### src/rtl/tel_param.sv
// tel_param: call-session controller (idle/ringing/talk/cost) with scrolling ASCII display and saturating cost.
// Optional build macro TEL_TIME_CHARGE_EN adds a one-unit charge for every cycle spent talking.
module tel_param #(
  parameter int unsigned MSG_CHARS     = 32'd8,
  parameter int unsigned COST_PER_CHAR = 32'd2,
  parameter int unsigned RING_TIMEOUT  = 32'd10,
  parameter int unsigned HOLD_CYCLES   = 32'd5
) (
  input  logic                   clk,
  input  logic                   rst,
  input  logic                   startCall,
  input  logic                   answerCall,
  input  logic                   endCall,
  input  logic                   sendChar,
  input  logic [7:0]             charSent,
  output logic [8*MSG_CHARS-1:0] statusMsg,
  output logic [8*MSG_CHARS-1:0] sentMsg,
  output logic [4*MSG_CHARS-1:0] cost
);

  localparam int unsigned COST_W = 4*MSG_CHARS;
  localparam int unsigned MSG_W  = 8*MSG_CHARS;
  localparam int unsigned RING_W = (RING_TIMEOUT > 32'd1) ? $clog2(RING_TIMEOUT) : 32'd1;
  localparam int unsigned HOLD_W = (HOLD_CYCLES > 32'd1) ? $clog2(HOLD_CYCLES) : 32'd1;

  localparam logic [COST_W:0]   CHAR_INC  = (COST_W+1)'(COST_PER_CHAR);
  localparam logic [RING_W-1:0] RING_LAST = RING_W'(RING_TIMEOUT - 32'd1);
  localparam logic [HOLD_W-1:0] HOLD_LAST = HOLD_W'(HOLD_CYCLES - 32'd1);
  localparam logic [MSG_W-1:0]  BLANK     = {MSG_CHARS{8'h20}};

  typedef enum logic [2:0] {
    ST_IDLE     = 3'd0,
    ST_RINGING  = 3'd1,
    ST_CALL     = 3'd2,
    ST_REJECTED = 3'd3,
    ST_BUSY     = 3'd4,
    ST_COST     = 3'd5
  } state_t;

  function automatic logic [7:0] hexDigit(input logic [3:0] nib);
    if (nib < 4'd10) begin
      hexDigit = 8'h30 + {4'h0, nib};
    end else begin
      hexDigit = 8'h37 + {4'h0, nib};
    end
  endfunction

  // Cost rendered MSB first; COST_W is exactly four bits per display character.
  function automatic logic [MSG_W-1:0] costToHex(input logic [COST_W-1:0] val);
    logic [MSG_W-1:0] txt;
    txt = BLANK;
    for (int unsigned i = 0; i < MSG_CHARS; i++) begin
      txt[8*i +: 8] = hexDigit(val[4*i +: 4]);
    end
    return txt;
  endfunction

  function automatic logic [MSG_W-1:0] statusText(input state_t st);
    logic [63:0]      name;
    logic [MSG_W-1:0] txt;
    case (st)
      ST_IDLE:     name = "IDLE    ";
      ST_RINGING:  name = "RINGING ";
      ST_CALL:     name = "CALL    ";
      ST_REJECTED: name = "REJECTED";
      ST_BUSY:     name = "BUSY    ";
      ST_COST:     name = "COST    ";
      default:     name = "IDLE    ";
    endcase
    txt = BLANK;
    txt[MSG_W-1 -: 64] = name;
    return txt;
  endfunction

  state_t              state_r;
  state_t              nextState_s;
  logic [RING_W-1:0]   ringCnt_r;
  logic [HOLD_W-1:0]   holdCnt_r;
  logic [COST_W-1:0]   cost_r;
  logic [MSG_W-1:0]    sentMsg_r;
  logic [MSG_W-1:0]    statusMsg_r;
  logic                ringDone_s;
  logic                holdDone_s;
  logic                holdState_s;
  logic                printable_s;
  logic                clearRun_s;
  logic                acceptChar_s;
  logic                loadHex_s;
  logic                blankMsg_s;
  logic                inCall_s;
  logic [COST_W:0]     costSum_s;
  logic [COST_W-1:0]   costNext_s;
`ifdef TEL_TIME_CHARGE_EN
  logic                timeCharge_s;
`endif

  assign ringDone_s  = (ringCnt_r == RING_LAST);
  assign holdDone_s  = (holdCnt_r == HOLD_LAST);
  assign printable_s = (charSent >= 8'd32) && (charSent <= 8'd126);

  // State register.
  always_ff @(posedge clk or negedge rst) begin
    if (!rst) begin
      state_r <= ST_IDLE;
    end else begin
      state_r <= nextState_s;
    end
  end

  // Next-state logic; in RINGING endCall beats answerCall beats the timeout.
  always_comb begin
    nextState_s = state_r;
    case (state_r)
      ST_IDLE: begin
        if (startCall) nextState_s = ST_RINGING;
        else           nextState_s = ST_IDLE;
      end
      ST_RINGING: begin
        if (endCall)         nextState_s = ST_REJECTED;
        else if (answerCall) nextState_s = ST_CALL;
        else if (ringDone_s) nextState_s = ST_BUSY;
        else                 nextState_s = ST_RINGING;
      end
      ST_CALL: begin
        if (endCall) nextState_s = ST_COST;
        else         nextState_s = ST_CALL;
      end
      ST_REJECTED, ST_BUSY, ST_COST: begin
        if (holdDone_s) nextState_s = ST_IDLE;
        else            nextState_s = state_r;
      end
      default: nextState_s = ST_IDLE;
    endcase
  end

  // Datapath strobes decoded from the current state and sampled inputs.
  always_comb begin
    clearRun_s   = 1'b0;
    acceptChar_s = 1'b0;
    loadHex_s    = 1'b0;
    blankMsg_s   = 1'b0;
    holdState_s  = 1'b0;
    inCall_s     = 1'b0;
    case (state_r)
      ST_IDLE: begin
        clearRun_s = startCall;
        blankMsg_s = startCall;
      end
      ST_CALL: begin
        inCall_s     = 1'b1;
        acceptChar_s = sendChar && printable_s && !endCall;
        loadHex_s    = endCall;
      end
      ST_REJECTED, ST_BUSY: begin
        holdState_s = 1'b1;
      end
      ST_COST: begin
        holdState_s = 1'b1;
        blankMsg_s  = holdDone_s;
      end
      default: begin
        clearRun_s = 1'b0;
      end
    endcase
  end

`ifdef TEL_TIME_CHARGE_EN
  assign timeCharge_s = inCall_s && !endCall;
`endif

  // Cost adder, one bit wider than the cost so overflow can be clamped.
  always_comb begin
    costSum_s = {1'b0, cost_r};
    if (acceptChar_s) begin
      costSum_s = costSum_s + CHAR_INC;
    end else begin
      costSum_s = costSum_s;
    end
`ifdef TEL_TIME_CHARGE_EN
    if (timeCharge_s) begin
      costSum_s = costSum_s + {{COST_W{1'b0}}, 1'b1};
    end else begin
      costSum_s = costSum_s;
    end
`endif
    if (costSum_s[COST_W]) begin
      costNext_s = {COST_W{1'b1}};
    end else begin
      costNext_s = costSum_s[COST_W-1:0];
    end
  end

  // Ring and hold counters restart whenever their state is entered or left.
  always_ff @(posedge clk or negedge rst) begin
    if (!rst) begin
      ringCnt_r <= {RING_W{1'b0}};
      holdCnt_r <= {HOLD_W{1'b0}};
    end else begin
      if ((state_r == ST_RINGING) && (nextState_s == ST_RINGING)) begin
        ringCnt_r <= ringCnt_r + RING_W'(1);
      end else begin
        ringCnt_r <= {RING_W{1'b0}};
      end
      if (holdState_s && (nextState_s == state_r)) begin
        holdCnt_r <= holdCnt_r + HOLD_W'(1);
      end else begin
        holdCnt_r <= {HOLD_W{1'b0}};
      end
    end
  end

  // Cost register; it survives the COST and IDLE states until the next call starts.
  always_ff @(posedge clk or negedge rst) begin
    if (!rst) begin
      cost_r <= {COST_W{1'b0}};
    end else if (clearRun_s) begin
      cost_r <= {COST_W{1'b0}};
    end else if (inCall_s) begin
      cost_r <= costNext_s;
    end else begin
      cost_r <= cost_r;
    end
  end

  // Message display: blank, hex cost snapshot, or left-scrolling character shift.
  always_ff @(posedge clk or negedge rst) begin
    if (!rst) begin
      sentMsg_r <= BLANK;
    end else if (blankMsg_s) begin
      sentMsg_r <= BLANK;
    end else if (loadHex_s) begin
      sentMsg_r <= costToHex(cost_r);
    end else if (acceptChar_s) begin
      sentMsg_r <= {sentMsg_r[MSG_W-9:0], charSent};
    end else begin
      sentMsg_r <= sentMsg_r;
    end
  end

  // Status text registered alongside the state it names.
  always_ff @(posedge clk or negedge rst) begin
    if (!rst) begin
      statusMsg_r <= statusText(ST_IDLE);
    end else begin
      statusMsg_r <= statusText(nextState_s);
    end
  end

  assign statusMsg = statusMsg_r;
  assign sentMsg   = sentMsg_r;
  assign cost      = cost_r;

endmodule

### config.mk
export PLATFORM = sky130hd
export DESIGN_NAME = tel_param
export DESIGN_NICKNAME = d
export VERILOG_FILES = /design/src/rtl/tel_param.sv
export SDC_FILE = /design/constraint.sdc
export NUM_CORES = 1
export LEC_CHECK = 0
export CAP_MARGIN = 15
export CORE_UTILIZATION = 32
export DETAILED_ROUTE_END_ITERATION = 12
export GPL_TIMING_DRIVEN = 0
export HOLD_SLACK_MARGIN = 0.02
export PLACE_DENSITY = 0.59
export SLEW_MARGIN = 20
export SYNTH_ARGS = -nofsm -noshare
export SYNTH_HDL_FRONTEND = slang
export SYNTH_SLANG_ARGS = --single-unit
### constraint.sdc
create_clock -name clk -period 2.8 [get_ports clk]
set_clock_uncertainty 0.15 [all_clocks]
set_input_delay 0.56 -clock clk [delete_from_list [all_inputs] [get_ports clk]]
set_output_delay 0.56 -clock clk [all_outputs]
set_load 0.05 [all_outputs]
# Word-level counts from Yosys, hierarchy flattened

Index checks and enable logic that the tools add are counted.

Register bits after elaboration: 169
Logic and storage cells: 91
Output and inout port bits: 160
Bits of input ports: 14

Equality and inequality tests: 13
Mux-type cells: 31
Order comparisons: 10
Add/sub/neg operators: 19
Reduce and logical (&&, ||, !) cells: 12

Operators with widths:

| kind                                                           | count |
|---|---|
| one-hot mux 61 bit (5 select lines)                            | 1 |
| 2-to-1 mux 64 bit                                              | 3 |
| adder 6 x 4 -> 7 bit, first input constant                     | 16 |
| 2-to-1 mux 32 bit                                              | 3 |
| 2-to-1 mux 7 bit                                               | 8 |
| adder 32 x 2 -> 33 bit, second input constant                  | 1 |
| 2-to-1 mux 33 bit                                              | 1 |
| < comparator 4 bit, second input constant                      | 8 |
| 2-to-1 mux 3 bit                                               | 6 |
| equality test 3 bit, second input constant                     | 5 |
| equality test 3 x 2 -> 1 bit, second input constant            | 4 |
| one-hot mux 3 bit (4 select lines)                             | 1 |
| >= comparator 8 x 6 -> 1 bit, second input constant            | 1 |
| less-or-equal comparator 8 x 7 -> 1 bit, second input constant | 1 |
| equality test 3 x 1 -> 1 bit, second input constant            | 2 |
| 2-to-1 mux 1 bit                                               | 6 |
| nonzero test 3 bit                                             | 2 |
| logical AND 1 bit                                              | 5 |
| adder 4 x 1 -> 4 bit, second input constant                    | 1 |
| equality test 4 bit, second input constant                     | 1 |
| 2-to-1 mux 4 bit                                               | 1 |
| adder 3 x 1 -> 3 bit, second input constant                    | 1 |
| equality test 3 bit                                            | 1 |
| zero test 3 bit                                                | 1 |
| other kinds (5)                                                | 5 |

# Logic depth before layout (Yosys ltp)

Gate-level depths: netlist of the first run.

Word-level depth: 9
Gate-level depth with buffers: 9
Mapped depth without buffers: 8

# Worst setup path before layout of the first run

Ideal clock, no wire load.

Path kind: reg2reg
Start: register cost_r[12], in the netlist cost[12]
End: register cost_r[30], in the netlist cost[30]
Data arrival time: 2.199 ns
Setup time: 0.140 ns
Stages on the path, launching flop included: 8
Path slack: 0.311 ns
Required time: 2.510 ns
Buffers on the path: 0
Period minus slack after synthesis: 2.489 ns
Path through: dfrtp_1 -> ha_1 -> and4_1 -> nand4_1 -> nor3_1 -> nand4_1 -> nor3b_1 -> a211oi_1

Word-level cells in the longest chain between the ends: 5
Elaborated cells between the ends (all ways): 7
Those cells by class: add/sub (1); mux (4); reduce/logical (2)

RTL lines:

| what                     | line | RTL |
|---|---|---|
| start, declared          | 79   | `logic [COST_W-1:0] cost_r;` |
| start signal, assigned   | 215  | `cost_r <= {COST_W{1'b0}};` |
| start signal, assigned   | 217  | `cost_r <= {COST_W{1'b0}};` |
| start signal, assigned   | 219  | `cost_r <= costNext_s;` |
| adder 32 x 2 -> 33 bit * | 175  | `costSum_s = costSum_s + CHAR_INC;` |
| 2-to-1 mux 33 bit *      | 174  | `if (acceptChar_s) begin` |
| 2-to-1 mux 32 bit        | 186  | `if (costSum_s[COST_W]) begin` |
| 2-to-1 mux 32 bit        | 218  | `end else if (inCall_s) begin` |
| 2-to-1 mux 32 bit        | 216  | `end else if (clearRun_s) begin` |

Every way passes the cells marked *; elsewhere a longest branch is shown, timed or not. The select of a mux whose other input is x is not followed.
A chain may end at the register's enable or synchronous reset.

# Worst setup path after layout of the first run

Start: input charSent[6]
End: register sentMsg_r[10], in the netlist sentMsg[10]

Word-level cells in the longest chain between the ends: 6
Elaborated cells between the ends (all ways): 7
Those cells by class: order compare (2); mux (1); reduce/logical (4)

RTL lines:

| what                                                                                    | line | RTL |
|---|---|---|
| start, declared                                                                         | 15   | `input logic [7:0] charSent,` |
| >= comparator 8 x 6 -> 1 bit or less-or-equal comparator 8 x 7 -> 1 bit (tied branches) | 99   | `assign printable_s = (charSent >= 8'd32) && (charSent <= 8'd126);` |
| logical AND 1 bit *                                                                     | 99   |  |
| logical AND 1 bit * (2 in a row)                                                        | 151  | `acceptChar_s = sendChar && printable_s && !endCall;` |
| 2-to-1 mux 1 bit *                                                                      | 144  | `case (state_r)` |
| nonzero test 3 bit (no source line) *                                                   | -    |  |
| end signal, assigned                                                                    | 232  | `sentMsg_r <= costToHex(cost_r);` |
| end signal, assigned                                                                    | 234  | `sentMsg_r <= {sentMsg_r[MSG_W-9:0], charSent};` |
| end signal, assigned                                                                    | 236  | `sentMsg_r <= sentMsg_r;` |
| end, declared                                                                           | 80   | `logic [MSG_W-1:0] sentMsg_r;` |

Every way passes the cells marked *; elsewhere a longest branch is shown, timed or not.

==> results of run 1 <==
[per-layer routing]
| layer | up-vias | wire [um] |
|---|---|---|
| met5 | - | 0 |
| met4 | 0 | 333 |
| met3 | 29 | 1550 |
| met2 | 227 | 10900 |
| met1 | 3127 | 9350 |
| li1 | 3110 | - |
[power breakdown]
part           internal, mW  total, mW  switching [mW]
logic                  1.84       5.41            3.58
clock network          1.34       2.23           0.886
registers              2.43       2.92           0.490
[what timing repair did]
item,in CTS,in global routing
pin swaps,0,3
setup buffers,0,4
hold buffers,1,0
endpoints found under the hold margin,28,0
gates resized for setup,2,10
cloned,0,0
setup endpoints to repair,61,68
[metrics by stage]
stage / power, mW / setup TNS, ns / hold WS [ns]
floorplan: 6.55 / 0 / 0.114
global placement: 8.31 / -535.78 / 0.308
detailed placement: 8.37 / -40.73 / 0.290
CTS: 10.6 / 0 / 0.312
global route: 11.1 / 0 / 0.334
finish: 10.6 / 0 / 0.311
[worst min-delay path by stage]
stage,start,endpoint,cells after the start
floorplan,rst,cost[0],0
CTS,holdCnt_r[0],holdCnt_r[0],1
detailed placement,rst,sentMsg[60],1
finish,holdCnt_r[0],holdCnt_r[0],1
global placement,holdCnt_r[0],holdCnt_r[0],1
global route,holdCnt_r[0],holdCnt_r[0],1
[synth_stat cells, types with 3 or more instances]
library cell | count | area [um^2]
sky130_fd_sc_hd__nand2_1 | 138 | 518
sky130_fd_sc_hd__buf_2 | 18 | 90.1
sky130_fd_sc_hd__mux2_2 | 9 | 101
sky130_fd_sc_hd__and4_1 | 3 | 26.3
sky130_fd_sc_hd__buf_4 | 45 | 338
sky130_fd_sc_hd__a311oi_1 | 32 | 280
sky130_fd_sc_hd__o311ai_0 | 3 | 26.3
sky130_fd_sc_hd__nor2_1 | 71 | 267
sky130_fd_sc_hd__dfstp_2 | 17 | 447
sky130_fd_sc_hd__ha_1 | 22 | 275
sky130_fd_sc_hd__buf_1 | 3 | 11.3
sky130_fd_sc_hd__nor2b_1 | 5 | 31.3
sky130_fd_sc_hd__clkbuf_1 | 30 | 113
sky130_fd_sc_hd__xor2_1 | 3 | 26.3
sky130_fd_sc_hd__nor4_1 | 3 | 18.8
sky130_fd_sc_hd__inv_1 | 33 | 124
sky130_fd_sc_hd__and2_1 | 5 | 31.3
sky130_fd_sc_hd__nor3_1 | 22 | 110
sky130_fd_sc_hd__a31oi_1 | 6 | 37.5
sky130_fd_sc_hd__o211ai_1 | 9 | 67.6
sky130_fd_sc_hd__o21ai_0 | 41 | 205
sky130_fd_sc_hd__a211oi_1 | 24 | 180
sky130_fd_sc_hd__or3_1 | 5 | 31.3
sky130_fd_sc_hd__dfrtp_1 | 108 | 2700
sky130_fd_sc_hd__nand4_1 | 10 | 62.6
sky130_fd_sc_hd__and3_1 | 12 | 75.1
sky130_fd_sc_hd__a21oi_1 | 43 | 215
sky130_fd_sc_hd__a22oi_1 | 3 | 22.5
sky130_fd_sc_hd__xnor2_1 | 13 | 114
sky130_fd_sc_hd__nand3_1 | 16 | 80.1
sky130_fd_sc_hd__nand2b_1 | 4 | 25.0
sky130_fd_sc_hd__mux2i_1 | 8 | 80.1
[logic make-up after synthesis]
kind of cell	after synthesis	share of synthesized area [%]
xor gates and xnor gates	16	1.99
adders and majority gates	22	3.91
buffers and inverters	131	9.91
other	2	0.107
and+or+nand+nor	306	20.2
AOI/OAI and AO/OA	176	16.6
DFF	125	44.7
muxes	17	2.58
[critical path: stages]
cell and delay, ns:
sky130_fd_sc_hd__clkdlybuf4s50_1 0.56, sky130_fd_sc_hd__nand4_1 0.13, sky130_fd_sc_hd__nor2_2 0.34, sky130_fd_sc_hd__or2_4 0.21, sky130_fd_sc_hd__buf_6 0.19, sky130_fd_sc_hd__clkbuf_1 0.40, sky130_fd_sc_hd__nand2_1 0.11, sky130_fd_sc_hd__a311oi_1 0.28
[placed cells by master, fill, tap and decap left out, types with 6 or more instances in the layout]
cell type | synthesis | layout
sky130_fd_sc_hd__buf_4 | 45 | 49
sky130_fd_sc_hd__nand3_1 | 16 | 16
sky130_fd_sc_hd__conb_1 | 2 | 26
sky130_fd_sc_hd__nand2_1 | 138 | 138
sky130_fd_sc_hd__inv_1 | 33 | 33
sky130_fd_sc_hd__mux2_2 | 9 | 9
sky130_fd_sc_hd__a31oi_1 | 6 | 6
sky130_fd_sc_hd__nand4_1 | 10 | 10
sky130_fd_sc_hd__mux2i_1 | 8 | 8
sky130_fd_sc_hd__dfstp_2 | 17 | 17
sky130_fd_sc_hd__buf_2 | 18 | 16
sky130_fd_sc_hd__and3_1 | 12 | 12
sky130_fd_sc_hd__o211ai_1 | 9 | 9
sky130_fd_sc_hd__clkbuf_1 | 30 | 31
sky130_fd_sc_hd__a211oi_1 | 24 | 24
sky130_fd_sc_hd__nor2_1 | 71 | 69
sky130_fd_sc_hd__ha_1 | 22 | 22
sky130_fd_sc_hd__clkdlybuf4s50_1 | 0 | 145
sky130_fd_sc_hd__o21ai_0 | 41 | 41
sky130_fd_sc_hd__nor3_1 | 22 | 20
sky130_fd_sc_hd__a21oi_1 | 43 | 43
sky130_fd_sc_hd__clkbuf_16 | 0 | 17
sky130_fd_sc_hd__xnor2_1 | 13 | 13
sky130_fd_sc_hd__a311oi_1 | 32 | 32
sky130_fd_sc_hd__dfrtp_1 | 108 | 108
[state kept, by name (all words and copies together) (netlist names)]
name and flops:
statusMsg 19, sentMsg 64, cost 32, state_r 3
ringCnt_r 4, holdCnt_r 3
[area by class of cell]
class	count	area, um^2
Fill cell	2096	11600
Multi-Input combinational cell	563	3320
Sequential cell	125	3150
Timing Repair Buffer	153	1550
Buffer	97	577
Clock buffer	20	447
Tap cell	275	344
Clock inverter	12	139
Inverter	33	124
==> results.json, run 1 <==
{
  "outcome": "complete, no violations",
  "grt_setup_unrepaired": "false",
  "global_route.usage.met1_pct": 25.4,
  "worst_setup_hold_path_clk_slew_ns": 0.06,
  "floorplan.die_area_mm2": 0.0226,
  "synth.cell_area_mm2": 0.00705,
  "coreArea_mm2": 0.0213,
  "synthCells": 795,
  "area.growth.synth_to_final_pct": 36.9,
  "slew_at_the_pin_closest_to_its_max_slew_limit_ns": 0.824,
  "cts.root.buffer_cell": "sky130_fd_sc_hd__clkbuf_16",
  "global_route.peak_usage_layer": "met2",
  "reg2reg_depth": 6,
  "crit-reg2reg-launch": "cost[2]",
  "pre_cts_slack_ns": -0.649,
  "endpoint_kind": "flop",
  "dpl-instance-area_mm2": 0.00898,
  "fmax_mhz": 379,
  "cts.sinks": 125,
  "cts.htree.levels": 4,
  "max-cap-violations": 0,
  "crit-reg2reg-capture": "cost[17]",
  "final_cycle_utilization_of_the_critical_path_pct": 94.2,
  "power_density_mw_per_mm2": 1090,
  "overall_via_count_from_detail_route": 6493,
  "ir_drop_v": 0.000983,
  "synth_seq_cells": 125,
  "number_of_design_rule_violations_left_by_the_first_detailed_router_iteration": 462,
  "grt_max_degree": 96,
  "numCtsBuffers": 17,
  "initial_core_util_pct": 33.1,
  "remaining_drc_errors": 0,
  "die_x_extent_um": 150,
  "ff2ff_setup_slack_ns": 0.31,
  "clock_path_buffers": 2,
  "hold_class": "flop to flop",
  "antenna_found_initial": 0,
  "synth.lib_cells_used.distinct": 58,
  "postSynth.topFlopCell": "sky130_fd_sc_hd__dfrtp_1",
  "routabilityCongestion": 0.857,
  "synth-edff-count": 0,
  "synth-warning-count": 0,
  "sequential_share_of_the_synthesized_area_pct": 44.7,
  "met3_resource_use_gr_pct": 4.61,
  "antenna_cells_inserted": 0,
  "timing.critical_path.from": "charSent[6]",
  "dp.cells": 1242,
  "setup_crit_end": "sentMsg[10]",
  "global_route.overflow_total": 0,
  "clk_latency_ns": 0.42,
  "drive_above_1_share_pct": 14.2,
  "avgRoutedWirePerCell_um": 17.3,
  "leakage_nw": 4.14,
  "grt_pass1_vias": 6028,
  "detailedRoute.firstPassIterationCount": 5,
  "cts_tree": "done",
  "setup_slack_ns": 0.163,
  "placement.io_buffers": 147,
  "finalCriticalPeriod_ns": 2.64,
  "worst_slew_margin_rel_pct": 44.6,
  "average_vias_per_placed_instance": 5.08,
  "grt_usage_pct": 20.1,
  "post_route_insts_no_fill": 1278,
  "wire_length_of_the_first_global_routing_pass_mm": 34.1,
  "timing.setup.critical_path_class": "input pin to flop",
  "critical_path_required_ns": 2.97,
  "met2_usage_pct": 33.7,
  "cp_data_arrival_time_ns": 2.80,
  "timing.critical_path.from_type": "input pin",
  "worst-path-max-fanout": 10,
  "drtAntennaViolNets": 0,
  "boundaryPins": 174,
  "setup_viol_count_final": 0,
  "wirelength_mm": 22.2,
  "row_count": 53,
  "final_net_count": 1026,
  "die_height_um": 150,
  "dpl.hpwl_mm": 16.6,
  "final_design_area_no_fill_mm2": 0.00965,
  "final_core_utilization_pct": 45.3,
  "postSynth.asyncResetShare_pct": 100,
  "postSynthAreaPerCell_um2": 8.86,
  "timing_max_transition_violations_final": 0,
  "hold_viol": 0
}
Note: power is estimated with default switching activity, not from simulation.
==> run 2: changes to the inputs <==
CORE_MARGIN = 3   (was default)
==> results.json, run 2 (same netlist as run 1, synthesis figures left out) <==
{
  "outcome": "complete, no violations",
  "wirelength_mm": 22.7,
  "overall_via_count_from_detail_route": 6525,
  "timing.critical_path.max_delay_family": "simple AND/OR/NAND/NOR gates",
  "power_report.internal_total_mw": 5.51,
  "die_height_um": 154,
  "n_fill_cell": 2111,
  "grt_max_degree": 85,
  "grt_usage_pct": 18.9,
  "critical_path_cell_by_cell": "clkdlybuf4s50_1, nor3b_2, o211ai_2, or2_4, nor3_4, nand3_4, buf_2, o211ai_1",
  "clock_power_share_pct": 20.2,
  "cp_data_arrival_time_ns": 2.85,
  "floorplan.die_area_mm2": 0.0238,
  "hold_class": "flop to flop",
  "final_cycle_utilization_of_the_critical_path_pct": 95.2,
  "detailedRoute.firstPassIterationCount": 5,
  "remaining_drc_errors": 0,
  "critPathSlowestCell": "sky130_fd_sc_hd__clkdlybuf4s50_1",
  "endpoint_kind": "flop",
  "finalCriticalPeriod_ns": 2.67,
  "worst_slew_margin_rel_pct": 46.6,
  "slew_at_the_pin_closest_to_its_max_slew_limit_ns": 0.794,
  "critical_path_required_ns": 2.98,
  "worst-path-max-fanout": 10,
  "worst_setup_hold_path_clk_slew_ns": 0.06,
  "global_route.usage.met1_pct": 25.1,
  "met3_resource_use_gr_pct": 3.75,
  "routabilityCongestion": 0.852,
  "dp.cells": 1242,
  "hold_viol": 0,
  "dpl.hpwl_mm": 17.0,
  "area.growth.synth_to_final_pct": 35.9,
  "row_count": 53,
  "average_vias_per_placed_instance": 5.12,
  "number_of_design_rule_violations_left_by_the_first_detailed_router_iteration": 627,
  "coreArea_mm2": 0.0214,
  "cts.repair_timing.setup_buffer_count": 0,
  "boundaryPins": 174,
  "highest_count_cells_in_the_layout_ignoring_fill_and_taps": "146 x sky130_fd_sc_hd__clkdlybuf4s50_1, 138 x sky130_fd_sc_hd__nand2_1, 108 x sky130_fd_sc_hd__dfrtp_1",
  "max-cap-violations": 0,
  "post_route_insts_no_fill": 1275,
  "pre_cts_slack_ns": -0.497,
  "antenna_found_initial": 0,
  "met2_usage_pct": 31.4,
  "setup_slack_ns": 0.134,
  "cts.root.buffer_cell": "sky130_fd_sc_hd__clkbuf_16",
  "worst-path-buf-inv": 2,
  "ir_drop_v": 0.000952,
  "cts.htree.levels": 4,
  "clock_path_buffers": 2,
  "pwr-share-seq_pct": 27.8,
  "global_route.overflow_total": 0,
  "final_net_count": 1023,
  "avgRoutedWirePerCell_um": 17.8,
  "timing.setup.critical_path_class": "input pin to flop",
  "total_switching_power_mw": 4.97,
  "drive_above_1_share_pct": 13.8,
  "clk_latency_ns": 0.43,
  "setup_viol_count_final": 0,
  "numCtsBuffers": 17,
  "power.switching_fraction_pct": 47.4,
  "global_route.peak_usage_layer": "met2",
  "timing.critical_path.from_type": "input pin",
  "wire_length_of_the_first_global_routing_pass_mm": 35.3,
  "drtAntennaViolNets": 0,
  "die_x_extent_um": 154,
  "placement.io_buffers": 147,
  "timing_max_transition_violations_final": 0,
  "p_comb_share_pct": 52.0,
  "leakage_nw": 4.10,
  "power_density_mw_per_mm2": 1090,
  "grt_pass1_vias": 6185,
  "cts_tree": "done",
  "timing.critical_path.slowest_cell_delay_ns": 0.54,
  "initial_core_util_pct": 33.0,
  "largest_register_ffs": 64,
  "antenna_cells_inserted": 0,
  "mostFrequentLayoutCell": "sky130_fd_sc_hd__clkdlybuf4s50_1",
  "fmax_mhz": 375,
  "cts.sinks": 125
}
run 2: cell count changes in the layout (fill, tap and decap cells not counted), sizes merged:
cell,delta
buf,-3
bufinv,-1
clkbuf,-1
clkdlybuf4s50,+1
clkinv,+3
clkinvlp,-1
dlymetal6s2s,-1
run 2: through the flow:
step / utilization [%] / total power [mW] / area [um^2] / setup TNS, ns / hold slack [ns]
floorplan: - / 6.55 / 7140 / 0 / 0.114
global placement: 41.9 / 8.34 / 8950 / -528.80 / 0.308
detailed placement: 42.1 / 8.41 / 8980 / -25.78 / 0.318
CTS: 44.8 / 10.5 / 9560 / 0 / 0.332
global route: 44.8 / 11.0 / 9580 / -0.0193 / 0.336
finish: 44.8 / 10.5 / 9580 / 0 / 0.318
run 2: layout make-up:
type / instances / area [um^2] / share of cell area, %
Inverter: 33 / 124 / 1.29
Clock buffer: 19 / 443 / 4.63
Clock inverter: 13 / 116 / 1.22
Multi-Input combinational cell: 563 / 3310 / 34.5
Timing Repair Buffer: 149 / 1510 / 15.8
Buffer: 98 / 579 / 6.05
Sequential cell: 125 / 3150 / 32.9
Tap cell: 275 / 344 / 3.59
run 2: power groups by stage:
| stage | combinational [mW] | clock, mW | sequential [mW] |
|---|---|---|---|
| after floorplan | 2.04 | 0 | 4.51 |
| after global placement | 5.41 | 0 | 2.93 |
| after detailed placement | 5.47 | 0 | 2.94 |
| after CTS | 5.48 | 2.15 | 2.91 |
| after global routing | 5.74 | 2.25 | 2.98 |
| final | 5.45 | 2.12 | 2.91 |
run 2: worst reg2reg max path, stage by stage, from the launching register on:
cell                       delay [ns]
sky130_fd_sc_hd__dfrtp_1         0.51
sky130_fd_sc_hd__ha_1            0.30
sky130_fd_sc_hd__and4_1          0.25
sky130_fd_sc_hd__nand3_1         0.12
sky130_fd_sc_hd__nor4_1          0.63
sky130_fd_sc_hd__a21oi_1         0.14
sky130_fd_sc_hd__o21ai_0         0.16
sky130_fd_sc_hd__o311ai_0        0.14
run 2: path summary, 6_finish.rpt:
check                      slack (ns)    startpoint  depth (start not counted)      endpoint
max in group asynchronous        1.27           rst                          3   sentMsg[13]
hold reg to reg                  0.32  holdCnt_r[0]                          1  holdCnt_r[0]
setup reg to reg                 0.24       cost[2]                          7      cost[17]
hold / removal                   0.32  holdCnt_r[0]                          1  holdCnt_r[0]
setup / recovery                 0.13       endCall                          8      cost[13]
min in group asynchronous        0.47           rst                          2   sentMsg[54]
run 2: per-layer routing:
layer / share of wire (%) / wire, um
met5: 0 / 0
met4: 1.3 / 303
met3: 7.1 / 1620
met2: 49 / 11200
met1: 42 / 9610
run 2: what timing repair did:
action	CTS	global route
hold endpoints to repair	32	0
pin swaps	1	0
resized for setup	1	7
setup endpoints to repair	7	67
hold buffers	1	0
==> run 3: changes to the inputs <==
CAP_MARGIN = default   (was 15)
==> results of run 3 <==
The final DEF is identical to that of run 2; final timing and power are the same.
